==> src/rtl/fwd_hazard_unit.sv <==
// EX operand forwarding select, load-use detection and a one-entry long-op
// scoreboard that stalls decode on RAW/WAW/structural conflicts.
//
// state | meaning
// IDLE  | no long-latency op outstanding
// BUSY  | long op in flight; dest_q holds its target, cnt_q the cycles left
module fwd_hazard_unit #(
    parameter int ADDR_W  = 5,
    parameter int NUM_SRC = 2,
    parameter int LAT_W   = 3,
    parameter int CNT_W   = 16,
    parameter int SEL_W   = $clog2(NUM_SRC + 1)
) (
    input  logic                      clk,
    input  logic                      rst_n,
    input  logic [ADDR_W-1:0]         rs_D,
    input  logic [ADDR_W-1:0]         rt_D,
    input  logic [ADDR_W-1:0]         wr_addr_D,
    input  logic                      reg_write_D,
    input  logic                      long_op_D,
    input  logic [ADDR_W-1:0]         rs_E,
    input  logic [ADDR_W-1:0]         rt_E,
    input  logic                      reg_write_E,
    input  logic                      mem_to_reg_E,
    input  logic [ADDR_W-1:0]         wr_addr_E,
    input  logic                      long_issue_E,
    input  logic [LAT_W-1:0]          long_lat_E,
    input  logic [ADDR_W-1:0]         long_addr_E,
    input  logic [NUM_SRC-1:0]        wr_valid_S,
    input  logic [NUM_SRC*ADDR_W-1:0] wr_addr_S,
    output logic [SEL_W-1:0]          forward_a,
    output logic [SEL_W-1:0]          forward_b,
    output logic                      stall_F,
    output logic                      stall_D,
    output logic                      flush_E,
    output logic                      busy,
    output logic                      sb_err,
    output logic [CNT_W-1:0]          stall_cnt
);

    typedef enum logic {IDLE = 1'b0, BUSY = 1'b1} state_t;

    state_t              state_q, state_d;
    logic [ADDR_W-1:0]   dest_q, dest_d;
    logic [LAT_W-1:0]    cnt_q, cnt_d;
    logic                sb_err_q, sb_err_d;
    logic [CNT_W-1:0]    stall_cnt_q, stall_cnt_d;
    logic                load_use;
    logic                sb_haz;
    logic                stall;

    // Scan from the farthest source down so the nearest matching stage wins.
    always_comb begin
        forward_a = '0;
        forward_b = '0;
        for (int k = NUM_SRC - 1; k >= 0; k--) begin
            if (wr_valid_S[k] && (wr_addr_S[k*ADDR_W +: ADDR_W] != '0)) begin
                if (wr_addr_S[k*ADDR_W +: ADDR_W] == rs_E) forward_a = SEL_W'(k + 1);
                if (wr_addr_S[k*ADDR_W +: ADDR_W] == rt_E) forward_b = SEL_W'(k + 1);
            end
        end
    end

    always_ff @(posedge clk or negedge rst_n) begin
        if (!rst_n) begin
            state_q     <= IDLE;
            dest_q      <= '0;
            cnt_q       <= '0;
            sb_err_q    <= 1'b0;
            stall_cnt_q <= '0;
        end else begin
            state_q     <= state_d;
            dest_q      <= dest_d;
            cnt_q       <= cnt_d;
            sb_err_q    <= sb_err_d;
            stall_cnt_q <= stall_cnt_d;
        end
    end

    // An issue while BUSY (including the retiring cycle) is dropped, only flagged.
    always_comb begin
        state_d  = state_q;
        dest_d   = dest_q;
        cnt_d    = cnt_q;
        sb_err_d = sb_err_q;
        case (state_q)
            IDLE: begin
                if (long_issue_E) begin
                    state_d = BUSY;
                    dest_d  = long_addr_E;
                    cnt_d   = (long_lat_E == '0) ? LAT_W'(1) : long_lat_E;
                end
            end
            BUSY: begin
                if (long_issue_E) sb_err_d = 1'b1;
                if (cnt_q > LAT_W'(1)) begin
                    cnt_d = cnt_q - LAT_W'(1);
                end else begin
                    state_d = IDLE;
                    cnt_d   = '0;
                end
            end
            default: begin
                state_d = IDLE;
                cnt_d   = '0;
            end
        endcase
        stall_cnt_d = (stall && (stall_cnt_q != '1)) ? stall_cnt_q + CNT_W'(1) : stall_cnt_q;
    end

    always_comb begin
        busy     = (state_q == BUSY);
        load_use = reg_write_E && mem_to_reg_E && (wr_addr_E != '0) &&
                   ((wr_addr_E == rs_D) || (wr_addr_E == rt_D));
        sb_haz   = busy && (((dest_q != '0) && ((rs_D == dest_q) || (rt_D == dest_q))) ||
                            (reg_write_D && (wr_addr_D != '0) && (wr_addr_D == dest_q)) ||
                            long_op_D);
        stall     = load_use || sb_haz;
        stall_F   = stall;
        stall_D   = stall;
        flush_E   = stall;
        sb_err    = sb_err_q;
        stall_cnt = stall_cnt_q;
    end

endmodule
==> config.mk <==
export PLATFORM = sky130hd
export DESIGN_NAME = fwd_hazard_unit
export DESIGN_NICKNAME = d
export VERILOG_FILES = /design/src/rtl/fwd_hazard_unit.sv
export SDC_FILE = /design/constraint.sdc
export NUM_CORES = 1
export LEC_CHECK = 0
export ABC_AREA = 1
export BUFFER_PORTS_ARGS = -buffer_cell sky130_fd_sc_hd__buf_4
export CORE_MARGIN = 5
export CORE_UTILIZATION = 50
export DETAILED_ROUTE_END_ITERATION = 10
export PLACE_DENSITY = 0.91
export SYNTH_ARGS = -nofsm -noshare
export SYNTH_HDL_FRONTEND = slang
export SYNTH_SLANG_ARGS = --single-unit
==> constraint.sdc <==
create_clock -name clk -period 3.5 [get_ports clk]
set_input_delay 0.525 -clock clk [delete_from_list [all_inputs] [get_ports clk]]
set_output_delay 0.525 -clock clk [all_outputs]
set_load 0.1 [all_outputs]
# Word-level counts from Yosys, hierarchy flattened
# Cells that the tools add are included.
[totals]
regBits = 26
out_inout_bits = 25
input_bits = 57
elab_cells = 58
[op_classes]
muxes = 15
reduce_logical = 23
n_eq_ne = 11
n_lt_le_gt_ge = 1
n_bitwise = 1
n_addsub = 2
[ops]
columns = ["cell", "count"]
rows = [
  ["$eq 5x5->1", 9],
  ["$reduce_bool 5->1", 5],
  ["$add 16x1->16 const B", 1],
  ["$mux 2", 8],
  ["$ne 16x16->1 const B", 1],
  ["$logic_and 1x1->1", 10],
  ["$mux 3", 3],
  ["$pmux 3 s2", 1],
  ["$logic_or 1x1->1", 5],
  ["$reduce_and 2->1", 2],
  ["$gt 3x1->1 const B", 1],
  ["$logic_not 3->1", 1],
  ["$sub 3x1->3 const B", 1],
  ["$mux 1", 2],
  ["$ne 2x2->1 const B", 1],
  ["$pmux 1 s2", 1],
  ["$not 1->1", 1],
]

# Logic depth before layout (Yosys ltp)
# Gate-level depths: netlist of the first run.
[logic_depth]
ltp_word = 8
depth_mapped = 14
ltp_nobuf = 13

# Worst setup path before layout of the first run
# Ideal clock, no wire load.
[synth_timing]
kind = "input -> output"
startpoint = "input port wr_addr_S[1]"
endpoint = "output port forward_a[1]"
t_required_ns = 2.975
setup_slack_ns = -1.254
path_stages = 5
arrival_time_ns = 4.229
path_buffers = 0
path_cell_list = "xor2_1 nor2_1 nand3_1 nor3_1 nor2_1"
[synth_between]
elab_chain_cells = 3
word_cells_on_any_way = 5
cone_classes = "eq/ne: 1; mux: 2; reduce/logical: 2"
[synth_rtl]
columns = ["element", "line_no", "text"]
rows = [
  ["start, declared", "30", "input logic [NUM_SRC*ADDR_W-1:0] wr_addr_S,"],
  ["$eq 5x5->1 / $reduce_bool 5->1 (equally long branches)", "58, 57", ""],
  ["$mux 2 / $logic_and 1x1->1 (equally long branches)", "58, 57", ""],
  ["$mux 2 *", "57", "if (wr_valid_S[k] && (wr_addr_S[k*ADDR_W +: ADDR_W] != '0)) begin"],
  ["end, declared", "31", "output logic [SEL_W-1:0] forward_a,"],
]
# Mark *: on every way between the ends. The rest lies on a longest branch, timed or not.

# Worst setup path in the final report of the first run
[layout_timing]
startpoint = "register dest_q[2]"
endpoint = "output port stall_D"
[layout_between]
elab_chain_cells = 7
word_cells_on_any_way = 11
cone_classes = "eq/ne: 3; reduce/logical: 8"
[layout_rtl]
columns = ["element", "line_no", "text"]
rows = [
  ["start, declared", "44", "logic [ADDR_W-1:0] dest_q, dest_d;"],
  ["start signal, assigned", "73", "dest_q <= dest_d;"],
  ["$eq 5x5->1", "115", "sb_haz = busy && (((dest_q != '0) && ((rs_D == dest_q) || (rt_D == dest_q))) ||"],
  ["$logic_or 1x1->1", "115", ""],
  ["$logic_and 1x1->1", "115", ""],
  ["$logic_or 1x1->1 *", "115", ""],
  ["$logic_or 1x1->1 *", "116", "(reg_write_D && (wr_addr_D != '0) && (wr_addr_D == dest_q)) ||"],
  ["$logic_and 1x1->1 *", "115", ""],
  ["$logic_or 1x1->1 *", "118", "stall = load_use || sb_haz;"],
  ["end, declared", "34", "output logic stall_D,"],
]
# Marked as above.

==> flow_summary.toml, run 1 <==
[status]
status = "finished clean"

[routing]
initialDrtViolationCount = 76
dr.pass1.iters = 4
vias = 2261
via_per_inst = 5.139
dr_wl_met2_mm = 2.915
m1WireLength_mm = 2.273
drt_wl_total_mm = 5.696
ant_nets = 0
drc = 0
route.met3.wl_um = 409
top_layer = "met4"
wire_per_inst_um = 12.95

[die]
rows = 23
initial_core_util_pct = 52.60
die_width_um = 75.57
dieHeight_um = 75.57
io_pins = 82
die-area_mm2 = 0.005710
core_mm2 = 0.004086

[setup_path]
cp-end-kind = "primary output"
cp_data_required_time_ns = 2.97
start_kind = "flop"
arrival_ns = 2.02
crit_fanout = 24
worst_r2r_path_depth = 9
path_class = "reg -> out"

[timing]
setup_viol = 0
tightest_slew_ns = 0.4223
setup_slack_ns = 0.9575
fmax_ghz = 0.3933
finalSetupTns_ns = 0
relSlewSlack_pct = 71.63
hold_violations = 0
fin_worst_skew_ns = 0.004637
finalCriticalPeriod_ns = 2.542
rsz0062_at_grt = "false"
drv_slew = 0
fin_crit_sh_pct = 72.64

[logic_synthesis]
synth_fa_ha_area_share_pct = 1.746
syn_area_per_cell_um2 = 6.890
synth_top_family_by_area = "simple AND/OR/NAND/NOR gates"
syn_inst = 312
synth-compound-area-share_pct = 5.297
ys_ff_latch = 26
ys_seq_area_share_pct = 30.27
muxShareOfSynthArea_pct = 0
synth_xor_area_share_pct = 17.11
ys_types = 31
synthesis.area_mm2 = 0.002150
synth-simple-area-share_pct = 36.96
synth.net_count = 372
yosysWarnings = 0

[place]
gp_routability_congestion = 0.9058
io_buffers = 81
dpl_cell_area_mm2 = 0.002780
place.detailed.hpwl_mm = 4.686
pre_cts_ws_ns = 1.031

[global_routing]
grt_pass1_wl_mm = 8.921
first_global_vias = 2152
overflow = 0
groute.usage.overall_pct = 19.85
grt_max_degree = 27
antenna_found_initial = 0

[clock_tree]
htreeDepth = 1
numCtsBuffers = 3
cts-hold-fix-buffers = 0
cts_root_buffer = "clkbuf_8"
cts_tree = "built"
clk_pin_slew_worst_paths_ns = 0.09
cts_buffer_depth = 2
clk_latency_ns = 0.27
cts_resized = 0
clock_sinks = 26
cts_setup_buffers = 0

[finish]
antenna_cells = 0
nets = 451
fin_area_mm2 = 0.002835
syn_to_final_growth_pct = 31.90
final_common_cell = "nand2_1"
fill_cells = 353
layout_common_cells = "nand2_1, buf_4, inv_1"
layout-drive-gt1-share_pct = 25.64

[hold_path]
min_path_type = "in -> async"

[flow_run]
drv_cap = 0

[power]
peakVddDrop_mv = 0.4055
power.leakage_nw = 1.531
power_density_mw_per_mm2 = 556.3
## cell type report
class	instances	area [um2]	area share [%]
Clock buffer	4	55.05	1.942
Timing Repair Buffer	81	608.1	21.45
Inverter	36	135.1	4.766
Tap cell	50	62.56	2.207
Multi-Input combinational cell	243	1324	46.69
Sequential cell	26	650.6	22.95
## sequential cells by signal, indices dropped and copies added (netlist names)
| name | cells |
|---|---|
| busy | 1 |
| stall_cnt | 16 |
| sb_err | 1 |
| dest_q | 5 |
| cnt_q | 3 |
## routing by layer
metal / vias to the layer above / GRT usage (%)
met5: - / 0
met4: 0 / 6.796
met3: 8 / 1.979
met2: 77 / 38.83
met1: 1031 / 21.99
li1: 1145 / -
## critical path, cell delays in order (launching register included)
cell and delay [ns]:
dfrtp_1 0.45, inv_1 0.10, nand2_1 0.07, nand2_1 0.04, nor2_1 0.08, nand3_1 0.07
nand2_1 0.08, nand2_1 0.05, nand2_1 0.05, nand2_1 0.05, nand2_2 0.33, buf_4 0.38
## path summary, 6_finish.rpt
kind,from,endpoint,slack (ns)
setup / recovery,dest_q[2]$_DFFE_PN0P_,stall_D,0.96
hold / removal,rst_n,cnt_q[2]$_DFFE_PN0P_,0.14
setup reg to reg,stall_cnt[0]$_DFFE_PN0P_,stall_cnt[11]$_DFFE_PN0P_,1.57
hold reg to reg,sb_err$_DFFE_PN0P_,sb_err$_DFFE_PN0P_,0.49
max in group asynchronous,rst_n,stall_cnt[14]$_DFFE_PN0P_,3.11
min in group clk,long_issue_E,sb_err$_DFFE_PN0P_,0.49
## metrics by stage
| step | hold slack [ns] | std cells | utilization, % | power [mW] |
|---|---|---|---|---|
| global route | 0.1717 | 440 | 69.38 | 1.682 |
| floorplan | 0.2294 | 312 | - | 1.183 |
| finish | 0.1436 | 440 | 69.38 | 1.577 |
| CTS | 0.1509 | 440 | 69.38 | 1.584 |
| detailed placement | 0.4455 | 436 | 68.03 | 1.394 |
| global placement | 0.4442 | 436 | 68.03 | 1.364 |
## cells by family after synthesis
logic type,Yosys count
xor+xnor,42
compound gates,20
buf+inv,43
simple gates,178
flops,26
fa+ha+maj,3
## cells in the mapped netlist
cell      count  area share (%)
a22oi_1       2            0.70
buf_2         1            0.23
nand2_1      87              15
nand3_1      30             7.0
nor3b_1       1            0.35
ha_1          3             1.7
nor3_1       13             3.0
or4_1         1            0.35
nand2_2       3            0.87
or2_2         1            0.29
a21o_1        1            0.35
a21oi_1       9             2.1
dfrtp_1      26              30
inv_1        31             5.4
o41ai_1       1            0.41
xnor2_1      14             5.7
o21ai_0       6             1.4
inv_2         5            0.87
nand3_2       1            0.47
xor2_1       28              11
nor2_1       30             5.2
nor2_4        1            0.52
buf_6         1            0.52
nor4_1        2            0.58
clkbuf_1      1            0.17
a21boi_0      1            0.35
buf_4         4             1.4
nor2_2        1            0.29
nand4_1       5             1.5
nand3b_1      1            0.35
nand4_4       1            0.99
## power breakdown
group / total (mW) / internal [mW] / switching, mW / leakage [nW]
Combinational: 0.910 / 0.258 / 0.652 / 1.17
Clock: 0.191 / 0.100 / 0.0905 / 0.0288
Sequential: 0.476 / 0.376 / 0.101 / 0.329
Total: 1.58 / 0.734 / 0.843 / 1.53
Note: power is estimated with default switching activity, not from simulation.
==> run 2, diff against run 1 <==
==> constraint.sdc (replaced) <==
create_clock -name clk -period 2.57 [get_ports clk]
set_input_delay 0.3855 -clock clk [delete_from_list [all_inputs] [get_ports clk]]
set_output_delay 0.3855 -clock clk [all_outputs]
set_load 0.1 [all_outputs]
==> flow_summary.toml, run 2 (same netlist as run 1, synthesis figures left out) <==
[setup_path]
r2r_start = "stall_cnt[0]$_DFFE_PN0P_"
path_common_cell = "buf_4"
cp_num_cells = 7
r2r_slack_ns = 0.60
path_cells = "buf_4, or4_1, o21ai_0, buf_4, nor3_4, nor2_4, buf_4"
crit_buf_inv = 3
crit_fanout = 3
cp-end-kind = "primary output"
start_kind = "input port"
worst_r2r_path_depth = 9
r2r-end = "stall_cnt[1]$_DFFE_PN0P_"
slowest_stage = "or4_1"
cp_top_family = "simple AND/OR/NAND/NOR gates"
cp_data_required_time_ns = 2.18
path_class = "in -> out"
arrival_ns = 1.80
critPathMaxStageDelay_ns = 0.52

[place]
gp_routability_congestion = 0.8952
pre_cts_ws_ns = 0.3760
io_buffers = 81
dpl_cell_area_mm2 = 0.002818
place.detailed.hpwl_mm = 4.675

[die]
core_mm2 = 0.004086
rows = 23
io_pins = 82
initial_core_util_pct = 52.60
die_width_um = 75.57
die-area_mm2 = 0.005710
dieHeight_um = 75.57

[timing]
finalSetupTns_ns = 0
hold_violations = 0
finalCriticalPeriod_ns = 2.187
drv_slew = 0
setup_slack_ns = 0.3833
fin_crit_sh_pct = 85.08
rsz0062_at_grt = "false"
setup_viol = 0
relSlewSlack_pct = 72.31
fin_worst_skew_ns = 0.007518
tightest_slew_ns = 0.4122
fmax_ghz = 0.4573

[routing]
dr.pass1.iters = 4
wire_per_inst_um = 13.12
ant_nets = 0
initialDrtViolationCount = 116
vias = 2266
via_per_inst = 5.127
drt_wl_total_mm = 5.800
drc = 0

[clock_tree]
htreeDepth = 1
numCtsBuffers = 3
cts_resized = 0
clock_sinks = 26
cts_tree = "built"
clk_latency_ns = 0.27
cts-hold-fix-buffers = 0
cts_root_buffer = "clkbuf_8"
clk_pin_slew_worst_paths_ns = 0.09
cts_setup_buffers = 0
cts_buffer_depth = 2

[finish]
layout_common_cells = "nand2_1, buf_4, inv_1"
nets = 453
fin_area_mm2 = 0.002873
layout-drive-gt1-share_pct = 26.53
largest_reg_flops = 16
fill_cells = 367
final_common_cell = "nand2_1"
antenna_cells = 0
syn_to_final_growth_pct = 33.64

[global_routing]
grt_max_degree = 27
grt_pass1_wl_mm = 9.156
antenna_found_initial = 0
groute.usage.overall_pct = 20.48
first_global_vias = 2117
overflow = 0

[flow_run]
drv_cap = 0

[power]
power.leakage_nw = 1.552
power_density_mw_per_mm2 = 759.6
peakVddDrop_mv = 0.9648

[status]
status = "finished clean"

[hold_path]
min_path_type = "in -> async"
run 2: report_power, final:
group          switching (mW)  internal (mW)
Clock                   0.130          0.137
Combinational           0.904          0.362
Sequential              0.138          0.511
Total                    1.17           1.01
run 2: metal layers:
layer	GRT usage (%)	wire length (um)	vias to the layer above
met5	0	0	-
met4	5.243	59	0
met3	1.715	368	8
met2	38.73	3035	72
met1	24.79	2336	1037
li1	-	-	1149
run 2: how the worst max path moves through the flow:
stage	from	slack, ns	end
4_1_cts	wr_addr_S[0]	0.38	forward_b[1]
6_report	wr_addr_S[0]	0.38	forward_b[1]
2_1_floorplan	wr_addr_S[0]	-0.28	forward_a[1]
5_1_grt	dest_q[1]$_DFFE_PN0P_	0.29	flush_E
3_3_place_gp	wr_addr_S[0]	0.44	forward_b[1]
3_5_place_dp	wr_addr_S[0]	0.38	forward_b[1]
run 2: cell type report:
class	count	area [um2]	area share, %
Clock buffer	4	55.05	1.916
Timing Repair Buffer	83	623.1	21.69
Tap cell	50	62.56	2.178
Multi-Input combinational cell	243	1346	46.86
Sequential cell	26	650.6	22.65
Inverter	36	135.1	4.704
run 2: per-stage QoR:
stage               hold slack (ns)  utilization [%]  power [mW]  instances
finish                     0.006399            70.30       2.182        442
global route                0.02881            70.30       2.323        442
CTS                         0.01816            70.30       2.176        442
detailed placement           0.3112            68.95       1.913        438
global placement             0.3087            68.95       1.874        438
floorplan                   0.08991                -       1.615        312
==> run 3, diff against run 2 <==
==> config.mk (replaced) <==
export PLATFORM = sky130hd
export DESIGN_NAME = fwd_hazard_unit
export DESIGN_NICKNAME = d
export VERILOG_FILES = /design/src/rtl/fwd_hazard_unit.sv
export SDC_FILE = /design/constraint.sdc
export NUM_CORES = 1
export LEC_CHECK = 0
export BUFFER_PORTS_ARGS = -buffer_cell sky130_fd_sc_hd__buf_4
export CORE_MARGIN = 8
export CORE_UTILIZATION = 48
export DETAILED_ROUTE_END_ITERATION = 10
export PLACE_DENSITY = 0.81
export SYNTH_ARGS = -nofsm -noshare
export SYNTH_HDL_FRONTEND = slang
export SYNTH_SLANG_ARGS = --single-unit
==> flow_summary.toml, run 3 <==
[setup_path]
cp-end-kind = "primary output"
worst_r2r_path_depth = 6
critPathMaxStageDelay_ns = 0.52
path_class = "reg -> out"
path_cells = "or4_1, o21a_1, a221oi_4, clkinvlp_4, buf_6"
slowest_stage = "or4_1"
r2r_slack_ns = 0.22
r2r-end = "stall_cnt[4]$_DFFE_PN0P_"
cp_data_required_time_ns = 2.18
crit_path_start = "dest_q[0]$_DFFE_PN0P_"
start_kind = "flop"
r2r_start = "dest_q[0]$_DFFE_PN0P_"
crit_fanout = 3
arrival_ns = 2.19

[logic_synthesis]
synthesis.area_mm2 = 0.001889
synth_ff_type = "dfrtp_1"
syn_inst = 192
ys_ff_latch = 26
synth_top_area_share_pct = 34.44
ys_seq_area_share_pct = 34.44
syn_area_per_cell_um2 = 9.840
yosysWarnings = 0
synth_common_cells = "xnor2_1, xor2_1, dfrtp_1"
synthArstFlopShare_pct = 100.0
ys_top_cells_by_area = "dfrtp_1, xnor2_1, xor2_1"
synth_edf_count = 0
synth.net_count = 252
synth_top_area_cell = "dfrtp_1"
ys_types = 40

[finish]
nets = 337
fin_area_mm2 = 0.002710
syn_to_final_growth_pct = 43.44
final_common_cell = "buf_4"
instances_no_fill = 326
largest_reg_flops = 16
multi_input_area_mm2 = 0.001262
layout_common_cells = "buf_4, xnor2_1, xor2_1"
fill_cells = 342
layout-drive-gt1-share_pct = 40.94
regArea_um2 = 654.4
antenna_cells = 0

[die]
rows = 23
dieHeight_um = 78.74
io_pins = 82
die-area_mm2 = 0.006200
initial_core_util_pct = 48.63
core_mm2 = 0.003885
die_width_um = 78.74

[timing]
drv_slew = 0
rsz0062_at_grt = "true"
fin_worst_skew_ns = 0.004450
hold_violations = 0
tightest_slew_ns = 0.5495
fin_crit_sh_pct = 100.2
setup_viol = 2
relSlewSlack_pct = 63.29
setup_slack_ns = -0.006417
finalSetupTns_ns = -0.01271
finalCriticalPeriod_ns = 2.576
fmax_ghz = 0.3881

[global_routing]
antenna_found_initial = 0
first_global_vias = 1772
grt_max_degree = 27
groute.usage.overall_pct = 15.61
grt_pass1_wl_mm = 8.142
overflow = 0

[routing]
initialDrtViolationCount = 24
vias = 1690
drt_wl_total_mm = 4.897
ant_nets = 0
drc = 0
wire_per_inst_um = 15.02
dr.pass1.iters = 4
via_per_inst = 5.184

[place]
pre_cts_ws_ns = 0.1217
dpl_cell_area_mm2 = 0.002633
io_buffers = 81
dp_cells = 321
gp_routability_congestion = 0.8544
place.detailed.hpwl_mm = 4.085

[flow_run]
drv_cap = 0

[clock_tree]
clk_pin_slew_worst_paths_ns = 0.08
numCtsBuffers = 3
cts_buffer_depth = 2
clk_latency_ns = 0.27
clock_sinks = 26
cts_tree = "built"
cts_root_buffer = "clkbuf_8"
htreeDepth = 1

[power]
power_density_mw_per_mm2 = 882.5
totalPowerFinal_mw = 2.392
peakVddDrop_mv = 1.228
power.leakage_nw = 1.227

[status]
failed_checks = "negative setup slack"
status = "complete, but fails checks"

[hold_path]
min_path_type = "in -> async"
## run 3: worst max path at each step
stage	depth (start not counted)	to
2_1_floorplan	6	stall_D
3_3_place_gp	7	stall_cnt[4]$_DFFE_PN0P_
3_5_place_dp	7	stall_cnt[4]$_DFFE_PN0P_
4_1_cts	5	flush_E
5_1_grt	5	flush_E
6_report	5	flush_E
## run 3: layout make-up
type,instances,share of cell area (%)
clock buffer,4,2.031
inverter,5,0.8310
multi-input combinational,156,46.58
sequential,26,24.15
tap,50,2.308
timing repair buffer,85,24.10
## run 3: critical path, delay by kind of cell, from the launching register on
kind / cells / cell delay (ns)
buffers and inverters: 2 / 0.45
AOI/OAI and AO/OA: 2 / 0.57
DFF: 1 / 0.38
and+or+nand+nor: 1 / 0.52
## run 3: report_power, final
part | switching [mW] | internal (mW)
clock network | 0.121 | 0.137
logic | 0.940 | 0.517
registers | 0.145 | 0.532
total | 1.21 | 1.19
## run 3: cell families after synthesis
| kind of cell | after synthesis | share of synthesized area [%] |
|---|---|---|
| simple gates | 68 | 20.73 |
| flops | 26 | 34.44 |
| buf+inv | 10 | 2.781 |
| fa+ha+maj | 3 | 1.987 |
| xor+xnor | 54 | 25.03 |
| mux | 10 | 6.291 |
| compound gates | 21 | 8.742 |
## run 3: metrics by stage
step	util, %	hold WS, ns
after global placement	67.76	0.3139
after global routing	69.76	0.02482
after floorplan	-	0.08991
after CTS	69.76	0.01915
after detailed placement	67.76	0.3089
final	69.76	0.005595
## run 3: per-layer routing
metal	GRT usage (%)	wire length, um
met2	28.00	2487
met1	18.19	2041
met4	2.963	38
met3	4.289	330
met5	0	0
## run 3: what timing repair did
action	CTS	global route
setup buffers	1	0
hold buffers	0	0
gates resized for setup	4	0
setup endpoints to repair	3	3
